**config.mk**
```make
export PLATFORM = sky130hd
export DESIGN_NAME = ctrl_pipe
export DESIGN_NICKNAME = d
export VERILOG_FILES = /design/src/rtl/ctrl_pipe.sv
export SDC_FILE = /design/constraint.sdc
export NUM_CORES = 1
export LEC_CHECK = 0
export CAP_MARGIN = 10
export CORE_MARGIN = 5
export CORE_UTILIZATION = 45
export DETAILED_ROUTE_END_ITERATION = 16
export PLACE_DENSITY = 0.87
export REMOVE_ABC_BUFFERS = 1
export SYNTH_ARGS = -nofsm -noshare
export SYNTH_HDL_FRONTEND = slang
export SYNTH_SLANG_ARGS = --single-unit
```
**constraint.sdc**
```tcl
create_clock -name clk -period 1.6 [get_ports clk]
set_input_delay 0.24 -clock clk [delete_from_list [all_inputs] [get_ports clk]]
set_output_delay 0.24 -clock clk [all_outputs]
set_load 0.01 [all_outputs]
```
**src/rtl/ctrl_pipe.sv**
```systemverilog
// Control-word pipeline for the D->E, E->M and M->W stages with stall/flush handling.
// Resolves the branch/jump redirect in Execute and exports per-stage hazard information.
module ctrl_pipe #(
  parameter int RW    = 5,
  parameter int ALUCW = 4
) (
  input  logic             clk,
  input  logic             reset,
  input  logic             ValidD,
  input  logic             RegWriteD,
  input  logic [1:0]       ResultSrcD,
  input  logic             MemWriteD,
  input  logic             JumpD,
  input  logic             JumpRegD,
  input  logic             BranchD,
  input  logic [ALUCW-1:0] ALUControlD,
  input  logic             ALUSrcD,
  input  logic             InverseBrCondD,
  input  logic [RW-1:0]    RdD,
  input  logic             StallE,
  input  logic             FlushE,
  input  logic             ZeroE,
  output logic [ALUCW-1:0] ALUControlE,
  output logic             ALUSrcE,
  output logic             ResultSrcE0,
  output logic             PCSrcE,
  output logic             JumpRegE,
  output logic [RW-1:0]    RdE,
  output logic [RW-1:0]    RdM,
  output logic [RW-1:0]    RdW,
  output logic             RegWriteM,
  output logic             RegWriteW,
  output logic             MemWriteM,
  output logic [1:0]       ResultSrcW
);

  logic             valid_e;
  logic             reg_write_e;
  logic [1:0]       result_src_e;
  logic             mem_write_e;
  logic             jump_e;
  logic             jump_reg_e;
  logic             branch_e;
  logic [ALUCW-1:0] alu_control_e;
  logic             alu_src_e;
  logic             inv_br_e;
  logic [RW-1:0]    rd_e;

  logic             valid_m;
  logic             reg_write_m;
  logic [1:0]       result_src_m;
  logic             mem_write_m;
  logic [RW-1:0]    rd_m;

  logic             valid_w;
  logic             reg_write_w;
  logic [1:0]       result_src_w;
  logic [RW-1:0]    rd_w;

  // Execute bank: flush beats stall; x0 writes are dropped so forwarding never matches x0
  always_ff @(posedge clk or posedge reset) begin
    if (reset) begin
      valid_e       <= 1'b0;
      reg_write_e   <= 1'b0;
      result_src_e  <= 2'b00;
      mem_write_e   <= 1'b0;
      jump_e        <= 1'b0;
      jump_reg_e    <= 1'b0;
      branch_e      <= 1'b0;
      alu_control_e <= '0;
      alu_src_e     <= 1'b0;
      inv_br_e      <= 1'b0;
      rd_e          <= '0;
    end else if (FlushE) begin
      valid_e       <= 1'b0;
      reg_write_e   <= 1'b0;
      result_src_e  <= 2'b00;
      mem_write_e   <= 1'b0;
      jump_e        <= 1'b0;
      jump_reg_e    <= 1'b0;
      branch_e      <= 1'b0;
      alu_control_e <= '0;
      alu_src_e     <= 1'b0;
      inv_br_e      <= 1'b0;
      rd_e          <= '0;
    end else if (!StallE) begin
      valid_e       <= ValidD;
      reg_write_e   <= RegWriteD & ValidD & (RdD != '0);
      result_src_e  <= ResultSrcD;
      mem_write_e   <= MemWriteD & ValidD;
      jump_e        <= JumpD & ValidD;
      jump_reg_e    <= JumpRegD;
      branch_e      <= BranchD & ValidD;
      alu_control_e <= ALUControlD;
      alu_src_e     <= ALUSrcD;
      inv_br_e      <= InverseBrCondD;
      rd_e          <= RdD;
    end
  end

  // Memory bank: a held Execute slot leaves a bubble behind it
  always_ff @(posedge clk or posedge reset) begin
    if (reset) begin
      valid_m      <= 1'b0;
      reg_write_m  <= 1'b0;
      result_src_m <= 2'b00;
      mem_write_m  <= 1'b0;
      rd_m         <= '0;
    end else if (StallE) begin
      valid_m      <= 1'b0;
      reg_write_m  <= 1'b0;
      result_src_m <= 2'b00;
      mem_write_m  <= 1'b0;
      rd_m         <= '0;
    end else begin
      valid_m      <= valid_e;
      reg_write_m  <= reg_write_e;
      result_src_m <= result_src_e;
      mem_write_m  <= mem_write_e;
      rd_m         <= rd_e;
    end
  end

  // Writeback bank: follows Memory every cycle
  always_ff @(posedge clk or posedge reset) begin
    if (reset) begin
      valid_w      <= 1'b0;
      reg_write_w  <= 1'b0;
      result_src_w <= 2'b00;
      rd_w         <= '0;
    end else begin
      valid_w      <= valid_m;
      reg_write_w  <= reg_write_m;
      result_src_w <= result_src_m;
      rd_w         <= rd_m;
    end
  end

  // Redirect decision depends on the live ALU flag, so it stays combinational
  always_comb begin
    PCSrcE   = valid_e & (jump_e | (branch_e & (ZeroE ^ inv_br_e)));
    JumpRegE = jump_reg_e & valid_e;
  end

  assign ALUControlE = alu_control_e;
  assign ALUSrcE     = alu_src_e;
  assign ResultSrcE0 = result_src_e[0];
  assign RdE         = rd_e;
  assign RdM         = rd_m;
  assign RdW         = rd_w;
  assign RegWriteM   = reg_write_m;
  assign RegWriteW   = reg_write_w;
  assign MemWriteM   = mem_write_m;
  assign ResultSrcW  = result_src_w;

endmodule

```
==> flow_summary.ini <==
[setup_path]
critPathArrivalTime_ps = 1290
worstSetupPathType = flip-flop to output pin
crit_chain = clkdlybuf4s50_1
required_ps = 1360
crit_buf_inv = 1
slowest_stage = clkdlybuf4s50_1
end_kind = output pin
cp_top_family = buffers and inverters
worst_setup_path_start_kind = flip-flop
cp_max_fo = 3
critPathMaxStageDelay_ps = 570

[sta]
tightest_slew_ps = 437
setup_slack_ps = 74.6
fmax_mhz = 656
whs_ps = 315
relSlewSlack_pct = 70.9
slew_violations = 0
period_minus_slack_ps = 1530
hold_viol = 0
rsz0062_at_grt = no
finalSetupViolations = 0
fin_crit_sh_pct = 95.3
finalClockSkew_ps = 1.62
fin_tns_setup_ps = 0

[yosys]
synth.area.top_cells = dfrtp_1 (70%), mux2i_1 (11%), nor2b_1 (5.3%)
ys_seq_area_share_pct = 69.8
synth_edf_count = 0
syn_area_per_cell_um2 = 13.2
ys_ff_latch = 36
yosys_warnings = 0
yosys.area.top_type = dfrtp_1
synth_cells = 98
synth.distinct_cells = 14
ys_async_sr_fraction_pct = 100
syn_area_um2 = 1290
synth_top_flop_cell = dfrtp_1
synth_most_common_cell = dfrtp_1
netlist.area_leader.share_pct = 69.8
synth_commonest_cells = dfrtp_1 (36), nor2_1 (18), mux2i_1 (14)

[pwr]
finalPower_w = 0.00161
peakVddDrop_mv = 0.647
powerDensity_nw_per_um2 = 852
p_leak_nw = 0.896

[die]
dieWidth_um = 63.5
io_pins = 52
die_h_um = 63.5
die-area_um2 = 4040
core_area_um2 = 2760
rows = 19
start_util_pct = 46.8

[cts]
clockBufferDepth = 2
path_clk_slew_ps = 90
post_cts_buffers = 0
root_buffer = clkbuf_4
clock_sinks = 36
clkLatencyLatePin_ps = 330
cts_tree = yes
numCtsBuffers = 5
cts_htree_levels = 2

[min_path]
hp-class = primary input to asynchronous set/reset pin

[layout]
layout.nets = 179
diodes = 0
fin_cells = 184
fillers = 222
layout-drive-gt1-share_pct = 6.54
area_growth_pct = 46.4

[global_routing]
grt_max_degree = 37
grt_pass1_wl_mm = 4.64
antenna_found_initial = 0
track_usage_pct = 14.9
grt_pass1_vias = 998
grt-ovfl-total = 0

[detailed_routing]
vias = 918
drt-total-wl_mm = 2.68
drtIter0Drc = 28
avgRoutedWirePerCell_um = 14.5
vias_per_cell = 4.99
drc_errors = 0
drtPass1Iterations = 2
ant_nets = 0

[placement]
pre_cts_ws_ps = -224
io_buffers = 51
place_inst = 179
gp_congestion = 0.696
hpwl_mm = 2.06

[flow_run]
maxCapViolations = 0

[outcome]
status = complete, no violations
## cells by family (layout without fill, tap and decap cells)
kind of cell	after synthesis	count (layout)	synth area share (%)
flip-flops	36	36	69.8
AND/OR/NAND/NOR	35	35	13.4
multiplexers	14	14	10.9
AO/OA/AOI/OAI	6	6	3.01
buffers and inverters	6	61	2.23
XOR/XNOR	1	1	0.679
## power by group
part	switching (W)	internal, W	total (W)
Clock	0.000258	0.000147	0.000404
Sequential	0.0000208	0.000948	0.000969
Combinational	0.0000962	0.000139	0.000235
Total	0.000375	0.00123	0.00161
## state kept, by name (all words and copies together), names as in the netlist
signal / flops
ALUSrcE: 1
mem_write_e: 1
ResultSrcW: 2
RdM: 5
jump_reg_e: 1
jump_e: 1
result_src_m: 2
branch_e: 1
valid_e: 1
ALUControlE: 4
RdE: 5
RdW: 5
RegWriteM: 1
MemWriteM: 1
inv_br_e: 1
reg_write_e: 1
result_src_e: 2
RegWriteW: 1
## timing repair
action	4_1_cts	5_1_grt
hold buffers	0	0
endpoints found under the hold margin	0	0
setup endpoints to repair	2	1
pin swaps	1	0
resized for setup	3	1
## metal layers
metal | vias to the layer above | track usage [%] | part of all wire (%)
met5 | - | 0 | 0
met4 | 0 | 6.23 | 2.1
met3 | 5 | 8.17 | 9.7
met2 | 37 | 24.2 | 50
met1 | 446 | 16.0 | 38
li1 | 430 | - | -
## worst paths after layout
path	start	to	slack, ps	cells after the start
setup reg to reg	RdE[2]	RdE[2]	850	2
max in group asynchronous	reset	RdW[2]	970	3
min in group clk	result_src_m[0]	ResultSrcW[0]	360	0
hold / removal	reset	MemWriteM	320	3
hold reg to reg	result_src_m[0]	ResultSrcW[0]	360	0
setup / recovery	RdE[3]	RdE[3]	70	1
## layout make-up
class                      count  area [um2]  share of cell area [%]
sequential                    36         901                    47.7
timing repair buffer          55         547                    29.0
multi-input combinational     56         360                    19.1
tap                           31        38.8                    2.05
clock buffer                   5        37.5                    1.99
inverter                       1        3.75                   0.199
## worst register-to-register path, cell delays in order (launching register included)
cell	delay, ps
dfrtp_1	410
mux2i_1	150
nor2_1	70
## placed cells by master, fill, tap and decap left out
| cell | Yosys | routed |
|---|---|---|
| buf_12 | 0 | 1 |
| clkbuf_4 | 0 | 5 |
| a21oi_1 | 3 | 3 |
| nor2b_1 | 11 | 11 |
| nor2_1 | 18 | 18 |
| clkbuf_2 | 0 | 1 |
| xor2_1 | 1 | 1 |
| nand3b_1 | 2 | 2 |
| inv_1 | 1 | 1 |
| mux2i_1 | 14 | 14 |
| o41ai_1 | 1 | 1 |
| or4_1 | 1 | 1 |
| dfrtp_1 | 36 | 36 |
| and2_1 | 1 | 1 |
| a22oi_1 | 2 | 2 |
| clkdlybuf4s50_1 | 0 | 49 |
| dlygate4sd2_1 | 0 | 1 |
| nand2_1 | 2 | 2 |
| buf_4 | 0 | 3 |
## per-stage QoR
| stage | util [%] | cell area [um2] |
|---|---|---|
| 3_3_place_gp | 67.3 | 1860 |
| 2_1_floorplan | - | 1260 |
| 4_1_cts | 68.6 | 1890 |
| 6_report | 68.5 | 1890 |
| 5_1_grt | 68.5 | 1890 |
| 3_5_place_dp | 67.3 | 1860 |
No activity file was read; power rests on OpenSTA's default activity.
